**config.mk**
```make
export PLATFORM = sky130hd
export DESIGN_NAME = l1_trigger_record_fifo
export DESIGN_NICKNAME = d
export VERILOG_FILES = /design/src/rtl/l1_trigger_record_fifo.sv
export SDC_FILE = /design/constraint.sdc
export NUM_CORES = 1
export LEC_CHECK = 0
export ABC_AREA = 1
export CORE_AREA = 5 5 432 306
export DETAILED_ROUTE_END_ITERATION = 10
export DIE_AREA = 0 0 437 311
export PLACE_DENSITY_LB_ADDON = 0.12
export SLEW_MARGIN = 20
export SYNTH_ARGS = -nofsm -noshare
export SYNTH_HDL_FRONTEND = slang
export SYNTH_SLANG_ARGS = --single-unit
export TNS_END_PERCENT = 30
```
**constraint.sdc**
```tcl
create_clock -name aclk -period 13.8 [get_ports aclk]
set_clock_uncertainty 0.05 [all_clocks]
set_input_delay 1.38 -clock aclk [delete_from_list [all_inputs] [get_ports aclk]]
set_output_delay 1.38 -clock aclk [all_outputs]
set_load 0.03 [all_outputs]
```
**src/rtl/l1_trigger_record_fifo.sv**
```systemverilog
// Timestamps L1 beam triggers, applies a programmable holdoff and queues 64-bit
// records in a first-word-fall-through FIFO drained over an AXI4-Stream master.
module l1_trigger_record_fifo #(
    parameter int NBEAMS          = 2,
    parameter int HOLDOFF_BITS    = 8,
    parameter int FIFO_DEPTH_LOG2 = 4
) (
    input  logic                       aclk,
    input  logic                       aresetn,
    input  logic                       enable_i,
    input  logic                       clear_i,
    input  logic [HOLDOFF_BITS-1:0]    holdoff_i,
    input  logic [NBEAMS-1:0]          trig_i,
    output logic [63:0]                rec_tdata,
    output logic                       rec_tvalid,
    input  logic                       rec_tready,
    output logic [FIFO_DEPTH_LOG2:0]   fill_o,
    output logic                       overflow_o,
    output logic [15:0]                drop_count_o
);

    localparam int DEPTH = 1 << FIFO_DEPTH_LOG2;
    localparam logic [FIFO_DEPTH_LOG2:0] FULL_LVL = (FIFO_DEPTH_LOG2 + 1)'(DEPTH);

    typedef enum logic {
        ARMED   = 1'b0,
        HOLDOFF = 1'b1
    } hold_state_t;

    hold_state_t                 state, state_nxt;
    logic [HOLDOFF_BITS-1:0]     hc, hc_nxt;
    logic                        accept;
    logic [47:0]                 ts;

    logic [63:0]                 mem [DEPTH];
    logic [FIFO_DEPTH_LOG2-1:0]  wr_ptr, rd_ptr, rd_ptr_inc;
    logic [FIFO_DEPTH_LOG2:0]    fill_nxt;
    logic [63:0]                 rec_word, head_nxt;
    logic                        full, push, pop, drop;

    always_ff @(posedge aclk or negedge aresetn) begin
        if (!aresetn) begin
            ts <= '0;
        end else begin
            ts <= ts + 48'd1;
        end
    end

    always_ff @(posedge aclk or negedge aresetn) begin
        if (!aresetn) begin
            state <= ARMED;
            hc    <= '0;
        end else begin
            state <= state_nxt;
            hc    <= hc_nxt;
        end
    end

    // The holdoff runs independently of enable_i and clear_i.
    always_comb begin
        state_nxt = state;
        hc_nxt    = hc;
        accept    = 1'b0;
        case (state)
            ARMED: begin
                if (enable_i && |trig_i) begin
                    accept = 1'b1;
                    hc_nxt = holdoff_i;
                    if (holdoff_i != '0) begin
                        state_nxt = HOLDOFF;
                    end
                end
            end
            HOLDOFF: begin
                hc_nxt = hc - 1'b1;
                if (hc == HOLDOFF_BITS'(1)) begin
                    state_nxt = ARMED;
                end
            end
            default: begin
                state_nxt = ARMED;
                hc_nxt    = '0;
            end
        endcase
    end

    // Fullness is judged before any same-cycle pop, so a full FIFO drops.
    assign full       = (fill_o == FULL_LVL);
    assign pop        = rec_tvalid && rec_tready;
    assign push       = accept && !full && !clear_i;
    assign drop       = accept && full && !clear_i;
    assign rec_word   = {ts, 16'(trig_i)};
    assign rd_ptr_inc = rd_ptr + 1'b1;
    assign fill_nxt   = fill_o + (FIFO_DEPTH_LOG2 + 1)'(push)
                               - (FIFO_DEPTH_LOG2 + 1)'(pop);

    // The head word is kept in a register so rec_tdata is driven from a flop.
    always_comb begin
        head_nxt = rec_tdata;
        if (fill_nxt == '0) begin
            head_nxt = '0;
        end else if (fill_o == '0 || (pop && fill_o == (FIFO_DEPTH_LOG2 + 1)'(1))) begin
            head_nxt = rec_word;
        end else if (pop) begin
            head_nxt = mem[rd_ptr_inc];
        end
    end

    always_ff @(posedge aclk) begin
        if (push) begin
            mem[wr_ptr] <= rec_word;
        end
    end

    always_ff @(posedge aclk or negedge aresetn) begin
        if (!aresetn) begin
            wr_ptr       <= '0;
            rd_ptr       <= '0;
            fill_o       <= '0;
            rec_tvalid   <= 1'b0;
            rec_tdata    <= '0;
            overflow_o   <= 1'b0;
            drop_count_o <= '0;
        end else if (clear_i) begin
            wr_ptr       <= '0;
            rd_ptr       <= '0;
            fill_o       <= '0;
            rec_tvalid   <= 1'b0;
            rec_tdata    <= '0;
            overflow_o   <= 1'b0;
            drop_count_o <= '0;
        end else begin
            if (push) begin
                wr_ptr <= wr_ptr + 1'b1;
            end
            if (pop) begin
                rd_ptr <= rd_ptr_inc;
            end
            fill_o     <= fill_nxt;
            rec_tvalid <= (fill_nxt != '0);
            rec_tdata  <= head_nxt;
            if (drop) begin
                overflow_o <= 1'b1;
                if (drop_count_o != 16'hFFFF) begin
                    drop_count_o <= drop_count_o + 16'd1;
                end
            end
        end
    end

endmodule

```
==> reports/metrics.csv <==
metric,value,unit
outcome,"finished, final reports clean",
overall power,7040,uW
area fraction of the dominant cell type after synthesis,0.613,
Tot GR Track Use,0.169,
HP Class,reg2reg,
Final period util,0.434,
area post-placement,41800,um^2
total wire length,117,mm
Hold Startpoint,rec_tdata[52],
core area,128000,um^2
Max Slew Vio Count,0,
Post-CTS Hold Buffers,0,
Leakage,0.0167,uW
Final #Nets,3582,
Setup CP Type,in2reg,
drt wl/cell,22.0,um
Max transition margin,0.256,
clk slew on worst S/H paths,0.06,ns
synth top area cells,"edfxtp_1 61%, nand2_1 11%, nand3_1 11%",
FF-to-FF path depth,20,
initial detailed-routing violation count,2025,
Syn Std Cell Area,39200,um^2
number of global-route vias before repair,25061,
flop-to-flop setup slack,9.18,ns
row cnt,110,
"Data arrival, critical path",6.52,ns
Final Setup Violations,0,
layout cells sized above 1,0.0683,
total gr overflow,0,
Syn Inst Count,3511,
final instance area,44700,um^2
die width,437,um
drt drc,0,
CTS tree,yes,
DR vias,25627,
Seq cells post-synth,938,
RSZ-0062 raised after global routing,no,
antenna-violating nets left,0,
reg2reg start,fill_o[3],
Max Fclk,0.167,GHz
die area,136000,um^2
1st-pass router iterations,7,
post-synthesis cell type count,40,
Clock Sinks,938,
Tmin final,5.99,ns
Fillers,12695,
post-synth top area cell,edfxtp_1,
antenna violations before repair,1,
largest net degree at the start of global routing,109,
clk buf depth,3,
"Hold Vio Cnt, Final",0,
Post CTS Setup Buffer Count,0,
placer's final routability congestion estimate,0.823,
CTS H-tree lvls,3,
hpwl dp,60.2,mm
Num CTS Buffers,97,
"Avg Cell Area, Syn",11.2,um^2
worst slew pin tran,1.12,ns
maximum VDD drop,0.0846,mV
sequential area share after synthesis,0.701,
Worst Path Required,14.32,ns
Die Y,311,um
Worst setup EP type,flip-flop,
Port-buffer cells,87,
Resized cells post-CTS,0,
P per Cell Area,157,nW/um^2
FF-to-FF End,rec_tdata[22],
Ports,102,
Fin Setup TNS,0,ns
crit start category,input port,
Starting Density,0.307,
Yosys warnings,0,
total of max-cap violations,0,
latest clock arrival within the worst-skew pair,0.70,ns
Worst Hold Depth,2,
Layout area overhead,14.1,%
critical path peak fanout,52,
root buf cell,clkbuf_16,
hold path endpoint,rec_tdata[52],
first-pass GRT wire length,175,mm
Via-to-Cell Ratio,4.83,
[per-stage QoR]
stage	utilization	hold slack, ns	setup WS, ns	cells
final	0.350	0.463	7.81	5311
after floorplan	-	0.438	7.66	3524
after CTS	0.350	0.469	7.62	5310
after detailed placement	0.327	0.452	6.87	5132
after global placement	0.327	0.449	6.97	5132
after global routing	0.350	0.487	7.20	5310
[layout make-up]
class	count	area, um^2	share of cell area
diodes	1	2.50	0.0000559
clock buffers	133	2690	0.0601
clock inverters	45	303	0.00677
inverters	86	343	0.00766
multi-input cells	2292	10600	0.237
flip-flops and latches	938	27500	0.614
well taps	1680	2100	0.0470
repair buffers	136	1240	0.0278
[sequential cells by signal, indices dropped and copies added, names as in the netlist]
signal,flops
fill_o,5
rec_tdata,50
ts,48
rd_ptr,4
drop_count_o,16
rec_tvalid,1
mem,800
state,1
wr_ptr,4
overflow_o,1
hc,8
[worst max path at each step]
stage / end / cells past startpoint / slack [ns] / start
final: rec_tdata[22] / 18 / 7.81 / trig_i[0]
after global routing: rec_tdata[20] / 19 / 7.20 / trig_i[0]
after CTS: rec_tdata[21] / 19 / 7.62 / trig_i[0]
after detailed placement: rec_tdata[21] / 20 / 6.87 / trig_i[0]
after global placement: rec_tdata[34] / 20 / 6.97 / trig_i[0]
after floorplan: mem[5][0] / 6 / 7.66 / trig_i[0]
[Yosys cell counts]
cell type / n
nand2_1: 1160
nand3_1: 833
edfxtp_1: 800
dfrtp_1: 138
buf_2: 124
nor2_1: 89
inv_1: 70
xor2_1: 50
clkbuf_1: 47
nor3_1: 34
buf_1: 18
ha_1: 15
inv_2: 15
buf_4: 14
nand4_1: 14
xnor2_1: 13
o21ai_0: 12
o21ai_1: 12
a21oi_1: 7
nand3_2: 4
nor2_4: 4
nor4_1: 4
o211ai_1: 4
buf_6: 3
nand2_2: 3
nand3_4: 3
nor2_2: 3
buf_8: 2
nor3_2: 2
nor3b_1: 2
o22ai_1: 2
or2_2: 2
a22oi_1: 1
conb_1: 1
fa_1: 1
inv_4: 1
nand3b_1: 1
o21ai_4: 1
o221ai_1: 1
o31ai_1: 1
[critical path, cell delays in order]
cell	delay, ns
clkdlybuf4s50_1	0.86
o21ai_1	0.34
nor2_4	0.30
nand2_1	0.15
nor2_1	0.30
inv_2	0.20
ha_1	0.33
inv_1	0.05
ha_1	0.15
inv_1	0.06
fa_1	0.53
nand2_1	0.06
nor2_1	0.22
nand3_4	0.68
nand3_4	0.33
inv_4	0.28
nand2_1	0.17
nand2_1	0.06
[where the power goes]
group,switching [uW],internal (uW),total [uW],leakage (uW)
logic,932,377,1310,0.00508
registers,68.0,3110,3180,0.0101
clock network,1130,1420,2550,0.00149
total,2130,4910,7040,0.0167
[cells in the final DEF (no fill, tap or decap), drive strengths merged]
| cell type | netlist | layout |
|---|---|---|
| buf | 161 | 49 |
| nand4 | 14 | 14 |
| clkinv | 0 | 38 |
| inv | 86 | 90 |
| nand3 | 840 | 840 |
| o21ai | 25 | 25 |
| clkbuf | 47 | 134 |
| ha | 15 | 15 |
| clkdlybuf4s50 | 0 | 86 |
| or2 | 2 | 2 |
| o22ai | 2 | 2 |
| xnor2 | 13 | 13 |
| fa | 1 | 1 |
| dfrtp | 138 | 138 |
| nor3b | 2 | 2 |
| a22oi | 1 | 1 |
| a21oi | 7 | 7 |
| o31ai | 1 | 1 |
| nand2 | 1163 | 1163 |
| conb | 1 | 14 |
| nor4 | 4 | 4 |
| nand3b | 1 | 1 |
| bufinv | 0 | 3 |
| nor3 | 36 | 36 |
| nor2 | 96 | 96 |
| edfxtp | 800 | 800 |
| o211ai | 4 | 4 |
| o221ai | 1 | 1 |
| diode | 0 | 1 |
| xor2 | 50 | 50 |
[cells by family after synthesis]
family                   count (synthesis)  share of synthesized area
AND/OR/NAND/NOR                       2158                      0.239
AO/OA/AOI/OAI                           41                    0.00606
adder cells (fa/ha/maj)                 16                    0.00530
XOR/XNOR                                63                     0.0141
other                                    1                  0.0000956
buffers and inverters                  294                     0.0347
flip-flops                             938                      0.701
[routing by layer]
layer  global-route usage  part of all wire  vias up
met1                0.260              0.50    12721
met2                0.255              0.44      536
met5                    0                 0        -
met3               0.0273             0.043      113
li1                     -                 -    12257
met4               0.0292             0.015        0
(Power assumes the default switching activity.)
